<file path="src/rtl/mem_pkg.sv">
// Shared definitions for the store buffer and its FIFO: states, size encodings, entry layout.
package mem_pkg;

    localparam int unsigned DEFAULT_DEPTH = 4;
    localparam int unsigned ADDR_W        = 32;
    localparam int unsigned DATA_W        = 32;
    localparam int unsigned MASK_W        = 4;

    localparam logic [2:0] SM_BYTE = 3'b001;
    localparam logic [2:0] SM_HALF = 3'b011;
    localparam logic [2:0] SM_WORD = 3'b111;

    localparam logic [ADDR_W-1:0] LED_ADDR = 32'h0000_2000;

    typedef enum logic [1:0] {
        ST_IDLE       = 2'd0,
        ST_LOAD_WAIT  = 2'd1,
        ST_STORE_WAIT = 2'd2,
        ST_LOAD_DONE  = 2'd3
    } sb_state_t;

    typedef struct packed {
        logic [ADDR_W-1:0] addr;
        logic [DATA_W-1:0] data;
        logic [MASK_W-1:0] sign_mask;
    } sb_entry_t;

endpackage

</file>
<file path="src/rtl/store_fifo.sv">
// Circular store queue with full/empty flags and a word-address hit check over all live entries.
module store_fifo
    import mem_pkg::*;
#(
    parameter int unsigned DEPTH = DEFAULT_DEPTH
) (
    input  logic              clk,
    input  logic              rst_n,
    input  logic              push,
    input  logic              pop,
    input  sb_entry_t         wr_entry,
    input  logic [29:0]       cmp_word,
    output sb_entry_t         head,
    output logic              full,
    output logic              empty,
    output logic              conflict
);

    localparam int unsigned PTR_W = $clog2(DEPTH);
    localparam int unsigned CNT_W = PTR_W + 1;

    sb_entry_t        mem [DEPTH];
    logic [PTR_W-1:0] head_ptr;
    logic [PTR_W-1:0] tail_ptr;
    logic [CNT_W-1:0] count;
    logic [PTR_W-1:0] offs;

    always_ff @(posedge clk or negedge rst_n) begin
        if (!rst_n) begin
            head_ptr <= '0;
            tail_ptr <= '0;
            count    <= '0;
        end else begin
            if (push) tail_ptr <= tail_ptr + PTR_W'(1);
            if (pop)  head_ptr <= head_ptr + PTR_W'(1);
            if (push && !pop)      count <= count + CNT_W'(1);
            else if (pop && !push) count <= count - CNT_W'(1);
        end
    end

    // Payload storage needs no reset: liveness comes from the pointers.
    always_ff @(posedge clk) begin
        if (push) mem[tail_ptr] <= wr_entry;
    end

    assign head  = mem[head_ptr];
    assign full  = (count == CNT_W'(DEPTH));
    assign empty = (count == '0);

    // A slot is live when its distance from head is below the occupancy.
    always_comb begin
        conflict = 1'b0;
        offs     = '0;
        for (int unsigned i = 0; i < DEPTH; i++) begin
            offs = PTR_W'(i) - head_ptr;
            if ((CNT_W'(offs) < count) && (mem[PTR_W'(i)].addr[31:2] == cmp_word))
                conflict = 1'b1;
        end
    end

endmodule

</file>
<file path="src/rtl/store_buffer.sv">
// Store buffer between the memory stage and the data cache; loads win the port over draining stores.
module store_buffer
    import mem_pkg::*;
#(
    parameter int unsigned DEPTH = DEFAULT_DEPTH
) (
    input  logic        clk,
    input  logic        rst_n,
    input  logic [31:0] cpu_addr,
    input  logic [31:0] cpu_write_data,
    input  logic        cpu_memwrite,
    input  logic        cpu_memread,
    input  logic [3:0]  cpu_sign_mask,
    output logic [31:0] cpu_read_data,
    output logic        cpu_stall,
    output logic [31:0] mem_addr,
    output logic [31:0] mem_write_data,
    output logic        mem_memwrite,
    output logic        mem_memread,
    output logic [3:0]  mem_sign_mask,
    input  logic [31:0] mem_read_data,
    input  logic        mem_stall
);

    sb_state_t state;
    sb_entry_t wr_entry;
    sb_entry_t head;
    logic      full;
    logic      empty;
    logic      conflict;
    logic      push;
    logic      pop;
    logic      idle_ok;
    logic      issue_load;
    logic      issue_store;

    assign wr_entry = '{addr: cpu_addr, data: cpu_write_data, sign_mask: cpu_sign_mask};

    store_fifo #(.DEPTH(DEPTH)) u_fifo (
        .clk      (clk),
        .rst_n    (rst_n),
        .push     (push),
        .pop      (pop),
        .wr_entry (wr_entry),
        .cmp_word (cpu_addr[31:2]),
        .head     (head),
        .full     (full),
        .empty    (empty),
        .conflict (conflict)
    );

    // Requests are gated by rst_n: the cache is not reset and must never see one during reset.
    assign idle_ok     = rst_n && (state == ST_IDLE) && !mem_stall;
    assign issue_load  = idle_ok && cpu_memread && !conflict;
    assign issue_store = idle_ok && !(cpu_memread && !conflict) && !empty;
    assign pop         = (state == ST_STORE_WAIT) && !mem_stall;

    assign cpu_stall = (cpu_memread && (state != ST_LOAD_DONE))
                     || (cpu_memwrite && !cpu_memread && full && !pop);
    assign push      = cpu_memwrite && !cpu_memread && !cpu_stall;

    assign mem_memread    = issue_load;
    assign mem_memwrite   = issue_store;
    assign mem_addr       = issue_load ? cpu_addr       : head.addr;
    assign mem_write_data = issue_load ? cpu_write_data : head.data;
    assign mem_sign_mask  = issue_load ? cpu_sign_mask  : head.sign_mask;

    always_ff @(posedge clk or negedge rst_n) begin
        if (!rst_n) begin
            state         <= ST_IDLE;
            cpu_read_data <= '0;
        end else begin
            unique case (state)
                ST_IDLE: begin
                    if (issue_load)       state <= ST_LOAD_WAIT;
                    else if (issue_store) state <= ST_STORE_WAIT;
                end
                ST_LOAD_WAIT: begin
                    if (!mem_stall) begin
                        cpu_read_data <= mem_read_data;
                        state         <= ST_LOAD_DONE;
                    end
                end
                ST_STORE_WAIT: begin
                    if (pop) state <= ST_IDLE;
                end
                ST_LOAD_DONE: state <= ST_IDLE;
                default:      state <= ST_IDLE;
            endcase
        end
    end

endmodule

</file>
<file path="config.mk">
export PLATFORM = sky130hd
export DESIGN_NAME = store_buffer
export DESIGN_NICKNAME = d
export VERILOG_FILES = /design/src/rtl/mem_pkg.sv /design/src/rtl/store_fifo.sv /design/src/rtl/store_buffer.sv
export SDC_FILE = /design/constraint.sdc
export NUM_CORES = 1
export LEC_CHECK = 0
export ABC_AREA = 0
export BUFFER_PORTS_ARGS = -buffer_cell sky130_fd_sc_hd__clkbuf_2
export CORE_UTILIZATION = 57
export DETAILED_ROUTE_END_ITERATION = 10
export HOLD_SLACK_MARGIN = 0.1
export PLACE_DENSITY_LB_ADDON = 0.08
export SYNTH_ARGS = -nofsm -noshare
export SYNTH_HDL_FRONTEND = slang
export SYNTH_HIERARCHICAL = 1
export SYNTH_SLANG_ARGS = --single-unit
</file>
<file path="constraint.sdc">
create_clock -name clk -period 4.5 [get_ports clk]
set_clock_uncertainty 0.05 [all_clocks]
set_input_delay 0.9 -clock clk [delete_from_list [all_inputs] [get_ports clk]]
set_output_delay 0.9 -clock clk [all_outputs]
set_load 0.05 [all_outputs]
</file>
==> metrics.yaml <==
die_area_mm2: 0.0256
h-tree-depth: 1
crit_type: "flip-flop to output pin"
crit_family: "simple AND/OR/NAND/NOR gates"
gr-total-overflow: 0
ys_seq_area_frac: 0.647
async_reset_ff_frac: 0.131
row_count: 57
clockBufferDepth: 3
grt_max_degree: 50
synthMuxAreaShare: 0.206
status: "finished with violations"
path_common_cell: "nand4_1"
cp-start-kind: "flip-flop"
die_y_um: 160
synthAdderAreaFrac: 0.00934
drtAntennaViolNets: 0
yosys.area.top_type_share: 0.575
clk_pin_slew_ns: 0.06
violations: "negative setup slack"
synth_nets: 864
ctsHoldBuffers: 0
worst_pin_slew_ns: 0.980
drt_iter0_markers: 644
synthXorXnorAreaFrac: 0.0783
synth-main-ff-cell: "edfxtp_1"
core_mm2: 0.0244
cts_buffers: 30
cp.required_ns: 3.55
vias: 7834
holdCritPathClass: "primary input to async pin"
synth_seq_cells: 313
grt_pass1_vias: 8167
dp_hpwl_um: 20600
gp_congestion: 0.834
power_mw: 12.6
synth_most_common_cell: "edfxtp_1"
min_period_over_period: 1.01
synth_compound_area_frac: 0.00766
yosys.area_share.simple: 0.0260
fp.dieW_um: 160
max-slew-margin-rel: 0.347
grt_usage: 0.256
area_growth_pct: 25.8
rsz0062_at_grt: "true"
cts-root-buf: "clkbuf_16"
fin_ws_ns: -0.0621
synth_edf_count: 272
drtPass1Iterations: 5
ys_warn_count: 6
layout.nets: 1124
max_freq_mhz: 219
worst_path_max_delay_cell: "dfrtp_4"
setup_viol: 23
mappedNetlistArea_mm2: 0.0142
hold_ws_ns: 0.403
peakVddDrop_mv: 0.557
io_buffers: 207
path_cells: "inv_4 -> ha_4 -> a2111oi_4 -> buf_4 -> nand4_1 -> or4_1 -> nand4_1 -> or2b_4 -> or2_4 -> buf_6 -> buf_12 -> buf_16 -> mux2_4 -> clkbuf_16"
yosysTopAreaCell: "edfxtp_1"
synth.distinct_cells: 38
worstPathArrival_ns: 3.61
leakage_nw: 6.75
antenna_found_initial: 3
synth_area_per_cell_um2: 19.0
maxCapViolCount: 0
cpPeakStageDelay_ns: 0.53
drt-vias-per-instance: 5.77
synth_top_family_by_area: "multiplexers"
slew_violations: 0
pin_count: 208
powerDensity_mw_per_mm2: 703
drive_gt1_frac: 0.486
drt_wl_total_um: 32200
end_kind: "output pin"
cp_max_fo: 6
crit_buf_inv: 6
clock_sinks: 313
period_needed_ns: 4.56
synthTopCellsByArea: "edfxtp_1 57%, mux4_2 11%, dfrtp_1 7.2%"
wl_per_cell_um: 23.7
cts_tree: "yes"
synthCells: 749
drc: 0
hold_violations: 0
synthTopCellsByCount: "272 x edfxtp_1, 78 x xnor2_1, 68 x mux2_4, 68 x mux4_2, 49 x xor2_1"
start_util: 0.582
clk_latency_ns: 0.55
grt_pass1_wl_um: 49300
[routing by layer]
metal / share of wire / vias up / global-route usage
li1: - / 3454 / -
met1: 0.41 / 4032 / 0.361
met2: 0.51 / 302 / 0.422
met3: 0.063 / 44 / 0.0423
met4: 0.020 / 2 / 0.0667
met5: 0.00037 / - / 0
[layout by cell type, fill, tap and decap left out, drive strengths merged]
cell and instances:
a2111o 2, a2111oi 4, a21o 1, a21oi 5, a31oi 1, and2 4, buf 128, bufinv 5
clkbuf 183, clkinv 10, dfrtp 41, diode 1, edfxtp 272, fa 1, ha 9, inv 11
mux2 101, mux4 68, nand2 7, nand3 2, nand3b 1, nand4 21, nor2 3, nor2b 2
nor3 4, nor3b 2, nor4 11, o21ai 1, o31ai 1, or2 1, or2b 2, or4 1
or4b 1, xnor2 78, xor2 49
[sequential cells by signal (all words and copies together), names as in the netlist]
register,flops
cpu_read_data,32
state,2
u_fifo/count,3
u_fifo/head_ptr,2
u_fifo/mem,272
u_fifo/tail_ptr,2
[cells by family after synthesis]
| group | Yosys count |
|---|---|
| xor+xnor | 127 |
| fa+ha+maj | 10 |
| compound gates | 15 |
| flops | 313 |
| mux | 169 |
| buf+inv | 53 |
| simple gates | 62 |
[cell type report]
cell class / instances / area, um^2
Multi-Input combinational cell: 383 / 4770
Antenna cell: 1 / 2.50
Clock buffer: 41 / 833
Sequential cell: 313 / 9200
Fill cell: 1535 / 6520
Inverter: 11 / 46.3
Clock inverter: 15 / 193
Timing Repair Buffer: 270 / 2420
Tap cell: 324 / 405
[what timing repair did]
| action | in CTS | in global routing |
|---|---|---|
| gates resized for setup | 163 | 73 |
| setup buffers | 9 | 3 |
| pin swaps | 6 | 6 |
| cloned | 4 | 2 |
| setup endpoints to repair | 69 | 69 |
[where the power goes]
part / internal (mW) / leakage, nW / total (mW) / switching [mW]
sequential: 3.64 / 2.95 / 3.89 / 0.248
combinational: 2.64 / 3.30 / 6.08 / 3.44
clock: 1.57 / 0.502 / 2.60 / 1.03
[per-stage QoR]
| step | cell area [um^2] | util | TNS [ns] | setup slack (ns) | cells |
|---|---|---|---|---|---|
| 6_report | 17900 | 0.733 | -0.447 | -0.0621 | 1358 |
| 5_1_grt | 17900 | 0.733 | -7.58 | -0.173 | 1358 |
| 4_1_cts | 17700 | 0.728 | -2.02 | -0.0831 | 1355 |
| 3_5_place_dp | 15800 | 0.648 | -0.255 | -0.0252 | 1286 |
| 3_3_place_gp | 15800 | 0.648 | 0 | 0.0279 | 1286 |
| 2_1_floorplan | 14200 | - | 0 | 0.367 | 749 |
[final timing paths]
kind,depth (start not counted),endpoint,start,slack [ns]
max reg2reg,15,state[0],u_fifo/head_ptr[1],1.46
max in group asynchronous,2,u_fifo/head_ptr[0],rst_n,3.60
max,14,mem_write_data[8],u_fifo/head_ptr[1],-0.06
min,2,cpu_read_data[26],rst_n,0.40
min in group clk,1,cpu_read_data[3],cpu_read_data[3],0.46
min reg2reg,1,cpu_read_data[3],cpu_read_data[3],0.46
(Power assumes the default switching activity.)
